===== config.mk =====
export PLATFORM = sky130hd
export DESIGN_NAME = abc_stim_gen_flat
export DESIGN_NICKNAME = d
export VERILOG_FILES = /design/src/rtl/abc_stim_gen_pkg.sv /design/src/rtl/abc_stim_gen_if.sv /design/src/rtl/abc_stim_gen_hold_timer.sv /design/src/rtl/abc_stim_gen.sv /design/src/flat_wrapper.sv
export SDC_FILE = /design/constraint.sdc
export NUM_CORES = 1
export LEC_CHECK = 0
export BUFFER_PORTS_ARGS = -buffer_cell sky130_fd_sc_hd__buf_4
export CAP_MARGIN = 20
export CORE_AREA = 2 2 39 41
export CTS_CLUSTER_SIZE = 40
export DETAILED_ROUTE_END_ITERATION = 6
export DIE_AREA = 0 0 41 43
export GPL_TIMING_DRIVEN = 0
export PLACE_DENSITY_LB_ADDON = 0.05
export SETUP_SLACK_MARGIN = 0.02
export SYNTH_ARGS = -nofsm -noshare
export SYNTH_HDL_FRONTEND = slang
export SYNTH_SLANG_ARGS = --single-unit

===== constraint.sdc =====
create_clock -name clk -period 1.11 [get_ports clk]
set_input_delay 0.222 -clock clk [delete_from_list [all_inputs] [get_ports clk]]
set_output_delay 0.222 -clock clk [all_outputs]
set_load 0.03 [all_outputs]

===== src/rtl/abc_stim_gen_pkg.sv =====
// Shared types and helpers for the abc_stim_gen stimulus sweeper.
package stim_pkg;
  typedef enum logic [1:0] {ST_IDLE, ST_RUN, ST_DONE} stim_state_e;

  localparam int STIM_MAX_W = 32;

  function automatic logic [STIM_MAX_W-1:0] bin2gray(input logic [STIM_MAX_W-1:0] b);
    return b ^ (b >> 1);
  endfunction
endpackage


===== src/rtl/abc_stim_gen_if.sv =====
// Control/stimulus bundle between the sweeper (master) and its consumer (slave).
interface abc_stim_gen_if #(parameter int WIDTH = 3);
  logic             start;
  logic             stop;
  logic [WIDTH-1:0] stim;
  logic             stim_valid;
  logic [WIDTH-1:0] pattern_idx;
  logic             sweep_done;
  logic             busy;
  logic             done;

  modport master (input start, stop,
                  output stim, stim_valid, pattern_idx, sweep_done, busy, done);
  modport slave  (output start, stop,
                  input stim, stim_valid, pattern_idx, sweep_done, busy, done);
endinterface


===== src/rtl/abc_stim_gen_hold_timer.sv =====
// Counts HOLD cycles per pattern; o_expire marks the last hold cycle.
module stim_hold_timer #(
  parameter int HOLD = 2
) (
  input  logic clk,
  input  logic reset,
  input  logic i_clr,
  input  logic i_en,
  output logic o_expire
);
  localparam int HW = (HOLD < 1) ? 1 : $clog2(HOLD + 1);
  localparam logic [HW-1:0] LAST = HW'(HOLD - 1);

  logic [HW-1:0] r_cnt;

  assign o_expire = i_en && (r_cnt == LAST);

  always_ff @(posedge clk or posedge reset) begin
    if (reset)         r_cnt <= '0;
    else if (i_clr)    r_cnt <= '0;
    else if (i_en)     r_cnt <= o_expire ? '0 : r_cnt + 1'b1;
  end
endmodule


===== src/rtl/abc_stim_gen.sv =====
// Sweeps all WIDTH-bit patterns, HOLD clocks each, PASSES times (0 = forever).
// Define GRAY_ORDER_EN to drive stim in Gray order; pattern_idx stays binary.
module abc_stim_gen
  import stim_pkg::*;
#(
  parameter int WIDTH  = 3,
  parameter int HOLD   = 2,
  parameter int PASSES = 1
) (
  input  logic           clk,
  input  logic           reset,
  abc_stim_gen_if.master bus
);
  localparam int PW = (PASSES < 1) ? 1 : $clog2(PASSES + 1);
  localparam logic [PW-1:0]    LAST_PASS = PW'((PASSES < 1) ? 0 : PASSES - 1);
  localparam logic [WIDTH-1:0] LAST_IDX  = '1;
  localparam bit               CONT      = (PASSES == 0);

  stim_state_e      r_state, w_state_nxt;
  logic [WIDTH-1:0] r_idx, w_idx_nxt;
  logic [PW-1:0]    r_pass, w_pass_nxt;
  logic             w_run, w_expire, w_last_pat, w_final;

  assign w_run      = (r_state == ST_RUN);
  assign w_last_pat = (r_idx == LAST_IDX);
  assign w_final    = w_last_pat && !CONT && (r_pass == LAST_PASS);

  // Timer is held clear outside RUN so every sweep starts with a full hold.
  stim_hold_timer #(.HOLD(HOLD)) u_hold (
    .clk      (clk),
    .reset    (reset),
    .i_clr    (!w_run || bus.stop),
    .i_en     (w_run),
    .o_expire (w_expire)
  );

  always_comb begin
    w_state_nxt = r_state;
    w_idx_nxt   = r_idx;
    w_pass_nxt  = r_pass;
    case (r_state)
      ST_IDLE, ST_DONE: begin
        if (bus.start && !bus.stop) begin
          w_state_nxt = ST_RUN;
          w_idx_nxt   = '0;
          w_pass_nxt  = '0;
        end
      end
      ST_RUN: begin
        if (bus.stop) begin
          w_state_nxt = ST_IDLE;
          w_idx_nxt   = '0;
          w_pass_nxt  = '0;
        end else if (w_expire) begin
          if (w_final) begin
            w_state_nxt = ST_DONE;
            w_idx_nxt   = '0;
            w_pass_nxt  = '0;
          end else begin
            w_idx_nxt = r_idx + 1'b1;
            if (w_last_pat && !CONT) w_pass_nxt = r_pass + 1'b1;
          end
        end
      end
      default: w_state_nxt = ST_IDLE;
    endcase
  end

  always_ff @(posedge clk or posedge reset) begin
    if (reset) begin
      r_state <= ST_IDLE;
      r_idx   <= '0;
      r_pass  <= '0;
    end else begin
      r_state <= w_state_nxt;
      r_idx   <= w_idx_nxt;
      r_pass  <= w_pass_nxt;
    end
  end

  // Outputs decode registered state only, so async reset zeroes them at once.
  assign bus.stim_valid  = w_run;
  assign bus.busy        = w_run;
  assign bus.done        = (r_state == ST_DONE);
  assign bus.pattern_idx = r_idx;
  assign bus.sweep_done  = w_run && w_last_pat && w_expire;
`ifdef GRAY_ORDER_EN
  assign bus.stim = WIDTH'(bin2gray(STIM_MAX_W'(r_idx)));
`else
  assign bus.stim = r_idx;
`endif
endmodule


===== src/flat_wrapper.sv =====
// flat-port wrapper written by rule: the top's interface ports become plain ports
module abc_stim_gen_flat import stim_pkg::*;
#(
  parameter int WIDTH  = 3,
  parameter int HOLD   = 2,
  parameter int PASSES = 1
)
  (clk, reset, bus_start, bus_stop, bus_stim, bus_stim_valid, bus_pattern_idx, bus_sweep_done, bus_busy, bus_done);
  abc_stim_gen_if #(.WIDTH(WIDTH)) bus_i ();
  input  logic clk;
  input  logic reset;
  input wire logic [$bits(bus_i.start)-1:0] bus_start;
  input wire logic [$bits(bus_i.stop)-1:0] bus_stop;
  output wire logic [$bits(bus_i.stim)-1:0] bus_stim;
  output wire logic [$bits(bus_i.stim_valid)-1:0] bus_stim_valid;
  output wire logic [$bits(bus_i.pattern_idx)-1:0] bus_pattern_idx;
  output wire logic [$bits(bus_i.sweep_done)-1:0] bus_sweep_done;
  output wire logic [$bits(bus_i.busy)-1:0] bus_busy;
  output wire logic [$bits(bus_i.done)-1:0] bus_done;
  assign bus_i.start = bus_start;
  assign bus_i.stop = bus_stop;
  assign bus_stim = bus_i.stim;
  assign bus_stim_valid = bus_i.stim_valid;
  assign bus_pattern_idx = bus_i.pattern_idx;
  assign bus_sweep_done = bus_i.sweep_done;
  assign bus_busy = bus_i.busy;
  assign bus_done = bus_i.done;
  abc_stim_gen #(.WIDTH(WIDTH), .HOLD(HOLD), .PASSES(PASSES)) u_core (.clk(clk), .reset(reset), .bus(bus_i));
endmodule

Yosys cells after proc, flatten, opt, wreduce, memory -nomap -nowiden:

Index checks and enable logic that the tools add are counted.

* bits of input ports: 4
* output and inout bits: 10
* register bits after elaboration: 8
* word-level logic and storage cells: 50

* reductions and logical operators: 15
* bitwise gates (word level): 1
* mux-type cells: 19
* eq/ne operators: 8
* $add $sub $neg: 3

Operators with widths (count)
* 2-bit 2-to-1 mux: 7
* 3-bit 2-to-1 mux: 4
* 3-bit by 2-bit != test with 1-bit output, second input constant: 2
* 3-bit case mux with 2 select lines: 1
* 3-bit AND reduction: 2
* 1-bit logical AND: 5
* 1-bit 2-to-1 mux: 5
* 2-bit by 1-bit equality test with 1-bit output, second input constant: 2
* 4-bit by 2-bit != test with 1-bit output, second input constant: 1
* 2-bit case mux with 2 select lines: 1
* 4-bit AND reduction: 1
* 2-bit nonzero test: 2
* 3-bit by 1-bit adder with 3-bit output, second input constant: 1
* 3-bit equality test, second input constant: 1
* 2-bit by 1-bit adder with 2-bit output, second input constant: 1
* 2-bit equality test, second input constant: 1
* 1-bit logical NOT: 2
* 2-bit logical NOT: 1
* 2-bit by 1-bit != test with 1-bit output, second input constant: 1
* 1-bit case mux with 2 select lines: 1
* 2-bit OR reduction: 1
* 1-bit adder, second input constant: 1
* 1-bit logical OR: 1
* 1-bit inverter: 1

Depth between registers and ports, before layout:

Gate-level depths: netlist of the first run.

* depth in word-level cells: 6
* depth in mapped cells: 5

Hierarchy:

From an unflattened synthesis of the first run, not the netlist that was laid out.

* cell total of the unflattened synthesis: 47
* area, all modules: 469.2 sq um

By module, submodules not included
* abc_stim_gen: times used 1, cells an instance 39, seq. area each 150.1 sq um, area an instance 386.6 sq um
* stim_hold_timer: times used 1, cells an instance 8, seq. area each 50.0 sq um, area an instance 82.6 sq um

Worst setup path after synthesis of the first run:

No wires, ideal clock.

* path kind: reg2out
* start: register u_core.r_idx[0], in the netlist u_core.bus.pattern_idx[0]
* end: output bus_sweep_done
* setup slack: -0.336 ns
* cell stages (with the launch flop): 4
* path buffers: 0
* data arrival time: 1.224 ns
* cells stage by stage: dfrtp_1 > ha_1 > ha_1 > and3_1

* cells in the longest elaborated chain, start to end: 3

Ends and longest elaborated chain
* start, declared: RTL line abc_stim_gen.sv:20 `logic [WIDTH-1:0] r_idx, w_idx_nxt;`
* start signal, assigned: RTL line abc_stim_gen.sv:76 `r_idx <= w_idx_nxt;`
* 3-bit equality test: RTL line abc_stim_gen.sv:25 `assign w_last_pat = (r_idx == LAST_IDX);`
* 1-bit logical AND (2 in a row): RTL line abc_stim_gen.sv:86 `assign bus.sweep_done = w_run && w_last_pat && w_expire;`
* end, declared: RTL line flat_wrapper.sv:17 `output wire logic [$bits(bus_i.sweep_done)-1:0] bus_sweep_done;`

Every way passes these cells.

Worst setup path after layout of the first run:

* start: register u_core.r_idx[1], in the netlist u_core.bus.pattern_idx[1]
* end: output bus_sweep_done

The elaborated chain is that of the path after synthesis.

==> results of run 1 <==
==> cells by family (layout without fill, tap and decap cells) <==
logic type,Yosys count,after routing,share of synthesized area (%)
buf+inv,8,37,10.3
compound gates,10,10,13.8
fa+ha+maj,2,2,5.73
simple gates,16,16,24.4
flops,8,8,45.8
==> layer usage <==
| layer | vias up | GRT usage [%] | wire, µm | share of wire, % |
|---|---|---|---|---|
| met4 | 0 | 6.00 | 15 | 1.4 |
| li1 | 206 | - | - | - |
| met3 | 4 | 3.66 | 43 | 4.1 |
| met5 | - | 0 | 0 | 0 |
| met1 | 199 | 18.3 | 430 | 41 |
| met2 | 12 | 23.4 | 558 | 53 |
==> power by group through the flow <==
stage / Sequential (mW) / Combinational (mW) / Clock [mW]
floorplan: 0.318 / 0.0693 / 0
global placement: 0.314 / 0.112 / 0
detailed placement: 0.315 / 0.113 / 0
CTS: 0.308 / 0.158 / 0.243
global route: 0.309 / 0.190 / 0.263
finish: 0.309 / 0.176 / 0.236
==> synth_stat cells <==
cell	count	area, µm²
sky130_fd_sc_hd__and2_1	1	6.26
sky130_fd_sc_hd__o21a_1	1	7.51
sky130_fd_sc_hd__and3_1	1	6.26
sky130_fd_sc_hd__and2b_1	1	7.51
sky130_fd_sc_hd__or4_1	1	7.51
sky130_fd_sc_hd__nand2_1	4	15.0
sky130_fd_sc_hd__o21ai_0	3	15.0
sky130_fd_sc_hd__or3_4	1	11.3
sky130_fd_sc_hd__o211a_1	1	10.0
sky130_fd_sc_hd__inv_1	4	15.0
sky130_fd_sc_hd__buf_4	4	30.0
sky130_fd_sc_hd__nand2b_4	1	13.8
sky130_fd_sc_hd__a21oi_1	2	10.0
sky130_fd_sc_hd__o21ai_1	1	5.00
sky130_fd_sc_hd__or3b_2	1	8.76
sky130_fd_sc_hd__dfrtp_1	8	200
sky130_fd_sc_hd__nand2b_1	3	18.8
sky130_fd_sc_hd__nor3_1	1	5.00
sky130_fd_sc_hd__o22ai_1	2	12.5
sky130_fd_sc_hd__ha_1	2	25.0
sky130_fd_sc_hd__nor2b_1	1	6.26
==> final cells by class <==
cell class	count	area (µm²)
plain buffers	4	37.5
repair buffers	25	246
inverters	4	18.8
multi-input cells	28	277
fillers	117	554
flip-flops and latches	8	204
clock buffers	4	26.3
well taps	16	20.0
==> flip-flops by register name, indices dropped and copies added (netlist names) <==
register	flops
u_core.u_hold.r_cnt	2
u_core.r_state	2
u_core.bus.pattern_idx	3
u_core.r_pass	1
==> repair_timing <==
| item | CTS | global route |
|---|---|---|
| hold buffers | 1 | 0 |
| resized for setup | 21 | 12 |
| cloned | 0 | 0 |
| setup endpoints to repair | 16 | 17 |
| pin swaps | 4 | 5 |
| endpoints found under the hold margin | 8 | 0 |
| buffers inserted | 7 | 5 |
==> path summary, 6_finish.rpt <==
path | endpoint | slack, ns | cells past startpoint | from
worst min register to register | u_core.u_hold.r_cnt[0]$_DFFE_PP0P_ | 0.47 | 1 | u_core.u_hold.r_cnt[0]$_DFFE_PP0P_
worst max register to register | u_core.r_pass$_DFFE_PP0P_ | -0.22 | 6 | u_core.bus.pattern_idx[1]$_DFFE_PP0P_
min in group asynchronous | u_core.u_hold.r_cnt[1]$_DFFE_PP0P_ | 0.47 | 3 | reset
worst max-delay path | bus_sweep_done | -0.38 | 4 | u_core.bus.pattern_idx[1]$_DFFE_PP0P_
worst min-delay path | u_core.u_hold.r_cnt[0]$_DFFE_PP0P_ | 0.19 | 2 | bus_stop
max in group asynchronous | u_core.bus.pattern_idx[2]$_DFFE_PP0P_ | 0.37 | 3 | reset
==> impl_metrics.prom, run 1 <==
# TYPE chip_impl_metric gauge
chip_impl_metric{name="p_per_area",unit="mW/mm²"} 868
chip_impl_metric{name="grt_remaining_overflow",unit=""} 0
chip_impl_metric{name="final_cell_area",unit="µm²"} 830
chip_impl_metric{name="cap_viol_max_count",unit=""} 0
chip_impl_metric{name="report.final.slew_viol_count",unit=""} 0
chip_impl_metric{name="critical-path-max-stage-delay",unit="ns"} 0.42
chip_impl_metric{name="die_width",unit="µm"} 41
chip_impl_metric{name="number_of_buffers_added_by_the_clock_tree_synthesis_step",unit=""} 3
chip_impl_metric{name="hold_viol_final",unit=""} 0
chip_impl_info{name="tritoncts",value="yes"} 1
chip_impl_info{name="crit_path_end_kind",value="primary output"} 1
chip_impl_info{name="timing.critical_path.cells",value="ha_4 -> ha_4 -> and3_4 -> buf_6"} 1
chip_impl_metric{name="p_leak",unit="nW"} 0.386
chip_impl_metric{name="drt_pre_antenna_iters",unit=""} 4
chip_impl_metric{name="yosysWarnings",unit=""} 0
chip_impl_metric{name="netlist_area",unit="µm²"} 437
chip_impl_info{name="critical_path.startpoint_type",value="flop"} 1
chip_impl_metric{name="final_layout_size_suffix_gt1_share",unit="%"} 74.0
chip_impl_metric{name="final_cell_count_no_fill",unit=""} 89
chip_impl_info{name="min_delay_worst_type",value="in -> reg"} 1
chip_impl_info{name="failed_checks",value="negative setup slack"} 1
chip_impl_metric{name="hold_slack",unit="ns"} 0.194
chip_impl_metric{name="antenna_found_initial",unit=""} 0
chip_impl_metric{name="detail_route.iter0.violations",unit=""} 3
chip_impl_metric{name="synth-seq-cells",unit=""} 8
chip_impl_metric{name="place_hpwl",unit="µm"} 713
chip_impl_metric{name="placement.setup.worst_slack",unit="ns"} -0.165
chip_impl_metric{name="io_pins",unit=""} 14
chip_impl_metric{name="arrival",unit="ns"} 1.26
chip_impl_info{name="grt_setup_unrepaired",value="true"} 1
chip_impl_metric{name="share_seq_of_total_power",unit="%"} 42.9
chip_impl_info{name="final_common_cell",value="sky130_fd_sc_hd__buf_6"} 1
chip_impl_metric{name="post-route-util",unit="%"} 59.9
chip_impl_metric{name="numPortBuffers",unit=""} 13
chip_impl_metric{name="intPower",unit="mW"} 0.530
chip_impl_metric{name="synth_cell_type_count",unit=""} 21
chip_impl_metric{name="gp_congestion",unit=""} 0.796
chip_impl_info{name="timing.critical_path.mode_cell",value="sky130_fd_sc_hd__ha_4"} 1
chip_impl_metric{name="maxClockFrequency",unit="GHz"} 0.673
chip_impl_metric{name="power.ir.vdd_worst",unit="mV"} 0.589
chip_impl_metric{name="synthCells",unit=""} 44
chip_impl_metric{name="cts_sinks",unit=""} 8
chip_impl_metric{name="timing.final.crit_share",unit="%"} 134
chip_impl_metric{name="fp.dieH",unit="µm"} 43
chip_impl_metric{name="detailroute.via_count",unit=""} 421
chip_impl_metric{name="timing.slew.headroom",unit="%"} 79.2
chip_impl_metric{name="num_antenna_cells",unit=""} 0
chip_impl_info{name="final_cell_mix",value="17 x sky130_fd_sc_hd__buf_6, 11 x sky130_fd_sc_hd__buf_4, 5 x sky130_fd_sc_hd__dfrtp_1"} 1
chip_impl_metric{name="seq_area_frac_synth",unit="%"} 45.8
chip_impl_metric{name="postRouteAntennaNets",unit=""} 0
chip_impl_metric{name="start_util",unit="%"} 31.6
chip_impl_metric{name="routedWlPerCell",unit="µm"} 11.8
chip_impl_metric{name="tightestPinTransition",unit="ns"} 0.312
chip_impl_info{name="timing.critical_path.max_delay_family",value="flip-flops"} 1
chip_impl_metric{name="cp.buffers_inverters",unit=""} 1
chip_impl_metric{name="net-switching-power",unit="mW"} 0.190
chip_impl_metric{name="grt_pass1_wl",unit="µm"} 1810
chip_impl_metric{name="htree_num_levels",unit=""} 1
chip_impl_metric{name="drt-total-wl",unit="µm"} 1050
chip_impl_info{name="status",value="finished, violations left"} 1
chip_impl_metric{name="crit_required",unit="ns"} 0.89
chip_impl_metric{name="clk_pin_slew_worst_paths",unit="ns"} 0.06
chip_impl_metric{name="finalClockSkew",unit="ns"} 0.0101
chip_impl_metric{name="finalWorstSetupSlack",unit="ns"} -0.375
chip_impl_metric{name="worstSkewPairLatency",unit="ns"} 0.25
chip_impl_metric{name="finalWorstPathRequiredPeriod",unit="ns"} 1.49
chip_impl_metric{name="power.total",unit="mW"} 0.720
chip_impl_metric{name="dpl_cell_area",unit="µm²"} 597
chip_impl_metric{name="placement_rows",unit=""} 14
chip_impl_metric{name="synth_fp_nets",unit=""} 50
chip_impl_metric{name="area_growth_syn_to_fin",unit="%"} 90.0
chip_impl_info{name="setup.worst_path.class",value="reg -> out"} 1
chip_impl_metric{name="netSwitchingFraction",unit="%"} 26.4
chip_impl_metric{name="fp.coreArea",unit="mm²"} 0.00138
chip_impl_info{name="clock_tree.root_cell",value="sky130_fd_sc_hd__clkbuf_4"} 1
chip_impl_metric{name="clockBufferDepth",unit=""} 2
chip_impl_metric{name="final-setup-viol-count",unit=""} 15
chip_impl_metric{name="nNetsFinal",unit=""} 80
chip_impl_metric{name="grt_usage",unit="%"} 14.8
chip_impl_metric{name="via_count_of_the_first_global_routing_pass",unit=""} 443
chip_impl_metric{name="crit_fanout",unit=""} 2
chip_impl_metric{name="detail_route.vias_per_cell",unit=""} 4.73
chip_impl_metric{name="pwr-share-comb",unit="%"} 24.4
chip_impl_metric{name="post-place-cells",unit=""} 73
chip_impl_metric{name="clkPwrFrac",unit="%"} 32.7
chip_impl_metric{name="drc",unit=""} 0
chip_impl_metric{name="setup_total_negative_slack",unit="ns"} -3.05
chip_impl_metric{name="grt_max_degree",unit=""} 9
chip_impl_metric{name="total_die_area",unit="mm²"} 0.00176
chip_impl_metric{name="synth.avg_cell_area",unit="µm²"} 9.92
chip_impl_info{name="cell_with_the_biggest_individual_delay_on_the_critical_path",value="sky130_fd_sc_hd__dfrtp_2"} 1
Power figures use the tool's default switching activity.
==> run 2, diff against run 1 <==
--- a/config.mk
+++ b/config.mk
@@ -5,6 +5,7 @@
 export SDC_FILE = /design/constraint.sdc
 export NUM_CORES = 1
 export LEC_CHECK = 0
+export ABC_AREA = 1
 export BUFFER_PORTS_ARGS = -buffer_cell sky130_fd_sc_hd__buf_4
 export CAP_MARGIN = 20
 export CORE_AREA = 2 2 39 41
==> run 2 against run 1 <==
Compared with the run above: the run still ends with negative setup slack left; clock skew decreased by 0.0090 ns; first-iteration DRC count increased by 67%; area after synthesis increased by 3.7%; global-route usage decreased by 0.12 points; die area unchanged; routed wire length decreased by 1.5%; via count increased by 9.0%; sequential power increased by 33%; sequential share of layout area increased by 0.45 points; critical path depth increased by 1; maximum frequency increased by 1.4%; hold slack improved by 0.064 ns; largest power group is now combinational cells.
==> impl_metrics.prom, run 2 <==
# TYPE chip_impl_metric gauge
chip_impl_metric{name="post-place-cells",unit=""} 86
chip_impl_info{name="largest_family_of_logic_cells_by_synthesized_area",value="simple AND/OR/NAND/NOR gates"} 1
chip_impl_metric{name="synth-compound-area-share",unit="%"} 5.52
chip_impl_metric{name="gp_congestion",unit=""} 0.732
chip_impl_metric{name="hold_viol_final",unit=""} 0
chip_impl_metric{name="crit_required",unit="ns"} 0.89
chip_impl_metric{name="yosysWarnings",unit=""} 0
chip_impl_metric{name="worstRegToRegCells",unit=""} 8
chip_impl_metric{name="netlist_area",unit="µm²"} 453
chip_impl_metric{name="maxClockFrequency",unit="GHz"} 0.683
chip_impl_metric{name="crit_fanout",unit=""} 2
chip_impl_metric{name="critical-path-max-stage-delay",unit="ns"} 0.43
chip_impl_metric{name="num_antenna_cells",unit=""} 0
chip_impl_metric{name="timing.slew.headroom",unit="%"} 79.5
chip_impl_metric{name="clk_pin_slew_worst_paths",unit="ns"} 0.06
chip_impl_metric{name="die_width",unit="µm"} 41
chip_impl_metric{name="final-setup-viol-count",unit=""} 14
chip_impl_metric{name="finalClockSkew",unit="ns"} 0.00115
chip_impl_metric{name="synth_largest_type_area_fraction",unit="%"} 44.2
chip_impl_metric{name="drc",unit=""} 0
chip_impl_info{name="clock_tree.root_cell",value="sky130_fd_sc_hd__clkbuf_4"} 1
chip_impl_info{name="ys_top_cells_by_area",value="sky130_fd_sc_hd__dfrtp_1 44%, sky130_fd_sc_hd__nand2_1 12%, sky130_fd_sc_hd__buf_4 6.6%"} 1
chip_impl_metric{name="timing.final.crit_share",unit="%"} 132
chip_impl_metric{name="synth_fp_nets",unit=""} 63
chip_impl_info{name="synth_top_area_cell",value="sky130_fd_sc_hd__dfrtp_1"} 1
chip_impl_info{name="final_cell_mix",value="14 x sky130_fd_sc_hd__buf_6, 13 x sky130_fd_sc_hd__nand2_1, 13 x sky130_fd_sc_hd__buf_4, 5 x sky130_fd_sc_hd__inv_1, 5 x sky130_fd_sc_hd__dfrtp_1"} 1
chip_impl_metric{name="synth_edf_count",unit=""} 0
chip_impl_metric{name="detail_route.vias_per_cell",unit=""} 4.54
chip_impl_info{name="tritoncts",value="yes"} 1
chip_impl_info{name="grt_setup_unrepaired",value="true"} 1
chip_impl_metric{name="postRouteAntennaNets",unit=""} 0
chip_impl_metric{name="synth.avg_cell_area",unit="µm²"} 7.95
chip_impl_info{name="status",value="finished, violations left"} 1
chip_impl_metric{name="detail_route.iter0.violations",unit=""} 5
chip_impl_metric{name="grt_usage",unit="%"} 14.7
chip_impl_metric{name="final.fill_count",unit=""} 128
chip_impl_metric{name="worstSkewPairLatency",unit="ns"} 0.26
chip_impl_info{name="regToRegStartpoint",value="u_core.bus.pattern_idx[0]$_DFFE_PP0P_"} 1
chip_impl_metric{name="grt_pass1_wl",unit="µm"} 1730
chip_impl_info{name="min-delay-start",value="bus_stop"} 1
chip_impl_info{name="r2r_end",value="u_core.r_state[1]$_DFFE_PP0P_"} 1
chip_impl_metric{name="hold_depth",unit=""} 4
chip_impl_metric{name="finalWorstPathRequiredPeriod",unit="ns"} 1.46
chip_impl_info{name="count_leader_synth",value="sky130_fd_sc_hd__nand2_1"} 1
chip_impl_metric{name="clockBufferDepth",unit=""} 2
chip_impl_metric{name="routedWlPerCell",unit="µm"} 10.2
chip_impl_info{name="setup.worst_path.class",value="reg -> out"} 1
chip_impl_metric{name="arrival",unit="ns"} 1.24
chip_impl_info{name="timing.critical_path.cells",value="ha_4 -> ha_4 -> inv_4 -> nor3_4 -> buf_6"} 1
chip_impl_metric{name="numPortBuffers",unit=""} 13
chip_impl_metric{name="drt_pre_antenna_iters",unit=""} 4
chip_impl_info{name="crit_path_end_kind",value="primary output"} 1
chip_impl_metric{name="fp.dieH",unit="µm"} 43
chip_impl_metric{name="number_of_buffers_added_by_the_clock_tree_synthesis_step",unit=""} 3
chip_impl_metric{name="finalWorstSetupSlack",unit="ns"} -0.354
chip_impl_metric{name="yosys.area_share.xor_xnor",unit="%"} 0
chip_impl_metric{name="synthCells",unit=""} 57
chip_impl_metric{name="final_layout_size_suffix_gt1_share",unit="%"} 56.5
chip_impl_metric{name="placement_rows",unit=""} 14
chip_impl_metric{name="start_util",unit="%"} 32.7
chip_impl_info{name="timing.critical_path.mode_cell",value="sky130_fd_sc_hd__ha_4"} 1
chip_impl_metric{name="post_synthesis_adder_cell_area_fraction",unit="%"} 5.52
chip_impl_metric{name="hold_slack",unit="ns"} 0.258
chip_impl_metric{name="via_count_of_the_first_global_routing_pass",unit=""} 449
chip_impl_metric{name="synth-seq-cells",unit=""} 8
chip_impl_metric{name="report.final.slew_viol_count",unit=""} 0
chip_impl_metric{name="drt-total-wl",unit="µm"} 1030
chip_impl_metric{name="antenna_found_initial",unit=""} 0
chip_impl_info{name="synthFlopType",value="sky130_fd_sc_hd__dfrtp_1"} 1
chip_impl_metric{name="synthMuxAreaShare",unit="%"} 0
chip_impl_metric{name="seq_area_frac_synth",unit="%"} 44.2
chip_impl_metric{name="postSynth.asyncResetShare",unit="%"} 100
chip_impl_metric{name="htree_num_levels",unit=""} 1
chip_impl_metric{name="fp.coreArea",unit="mm²"} 0.00138
chip_impl_metric{name="synth_cell_type_count",unit=""} 16
chip_impl_info{name="failed_checks",value="negative setup slack"} 1
chip_impl_info{name="critical_path.startpoint_type",value="flop"} 1
chip_impl_metric{name="cts_sinks",unit=""} 8
chip_impl_metric{name="largest_reg_flops",unit=""} 3
chip_impl_metric{name="detailroute.via_count",unit=""} 459
chip_impl_metric{name="regArea",unit="µm²"} 204
chip_impl_metric{name="total_die_area",unit="mm²"} 0.00176
chip_impl_metric{name="io_pins",unit=""} 14
chip_impl_metric{name="tightestPinTransition",unit="ns"} 0.307
chip_impl_metric{name="area_growth_syn_to_fin",unit="%"} 79.8
chip_impl_metric{name="cap_viol_max_count",unit=""} 0
chip_impl_metric{name="internal_reg_to_reg_setup_slack",unit="ns"} -0.24
chip_impl_info{name="synth.cells.most_frequent",value="15 x sky130_fd_sc_hd__nand2_1, 8 x sky130_fd_sc_hd__dfrtp_1, 7 x sky130_fd_sc_hd__inv_1"} 1
chip_impl_info{name="cell_with_the_biggest_individual_delay_on_the_critical_path",value="sky130_fd_sc_hd__dfrtp_2"} 1
chip_impl_metric{name="p_leak",unit="nW"} 0.403
chip_impl_info{name="min_delay_worst_type",value="in -> reg"} 1
chip_impl_metric{name="nNetsFinal",unit=""} 92
chip_impl_metric{name="place_hpwl",unit="µm"} 713
chip_impl_info{name="final_common_cell",value="sky130_fd_sc_hd__buf_6"} 1
chip_impl_metric{name="power.ir.vdd_worst",unit="mV"} 0.933
chip_impl_metric{name="final_cell_count_no_fill",unit=""} 101
chip_impl_metric{name="multiInputGateArea",unit="µm²"} 263
chip_impl_metric{name="yosys.area_share.simple",unit="%"} 30.7
chip_impl_metric{name="p_per_area",unit="mW/mm²"} 2140
chip_impl_metric{name="grt_max_degree",unit=""} 9
chip_impl_metric{name="grt_remaining_overflow",unit=""} 0
chip_impl_info{name="whs_endpoint",value="u_core.u_hold.r_cnt[0]$_DFFE_PP0P_"} 1
run 2: cell types whose count changed after synthesis, sizes merged, moves of 2 or more:
cell	delta
o22ai	-2
nand2b	-4
nand4	+2
nand3	+4
inv	+5
nor2	+5
nand2	+12
run 2: report_power, final:
part           switching (mW)  leakage [nW]  internal (mW)
sequential             0.0599         0.104          0.352
combinational           0.565         0.284          0.515
clock                   0.111        0.0150          0.138
total                   0.737         0.403           1.00
run 2: how the worst max path moves through the flow:
stage / from / endpoint / slack, ns / depth (start not counted)
3_5_place_dp: u_core.bus.pattern_idx[0]$_DFFE_PP0P_ / bus_sweep_done / -0.14 / 5
2_1_floorplan: u_core.bus.pattern_idx[0]$_DFFE_PP0P_ / bus_sweep_done / -0.19 / 4
3_3_place_gp: u_core.bus.pattern_idx[0]$_DFFE_PP0P_ / bus_sweep_done / -0.14 / 5
6_report: u_core.bus.pattern_idx[0]$_DFFE_PP0P_ / bus_sweep_done / -0.35 / 5
5_1_grt: u_core.bus.pattern_idx[1]$_DFFE_PP0P_ / bus_sweep_done / -0.41 / 5
4_1_cts: u_core.bus.pattern_idx[1]$_DFFE_PP0P_ / bus_sweep_done / -0.36 / 5
run 2: timing repair:
item                       in CTS  in global routing
hold buffers                    1                  0
pin swaps                       6                  5
setup endpoints to repair      17                 18
hold endpoints to repair        8                  0
resized for setup              15                  9
buffers inserted                6                  5
run 2: through the flow:
step                      setup slack [ns]  util, %  power (mW)  setup TNS [ns]  area, µm²
after global placement              -0.138     44.3        1.17          -0.392        613
final                               -0.354     58.9        1.74           -2.63        815
after floorplan                     -0.187        -       0.960          -0.580        495
after global routing                -0.412     58.9        1.87           -3.45        815
after CTS                           -0.361     54.3        1.64           -2.12        752
after detailed placement            -0.140     44.3        1.17          -0.415        613
run 2: final cells by class:
class,instances,area share [%]
buffer,4,4.15
timing repair buffer,24,28.4
multi-input combinational,36,32.3
clock buffer,4,3.23
sequential,8,25.0
tap,16,2.46
inverter,9,4.45
run 2: cell families after synthesis:
family,count (synthesis)
buf+inv,13
fa+ha+maj,2
compound gates,5
simple gates,29
flops,8
run 2: worst max-delay path, delay by kind of cell (launching register included):
family / cells / cell delay (ns)
DFF: 1 / 0.43
adders and majority gates: 2 / 0.33
buffers and inverters: 2 / 0.20
and+or+nand+nor: 1 / 0.03
run 2: routing by layer:
metal	part of all wire, %	up-vias	track usage [%]
met1	44	208	18.2
li1	-	234	-
met3	5.0	5	4.71
met5	0	-	0
met2	48	12	21.6
met4	3.0	0	8.00
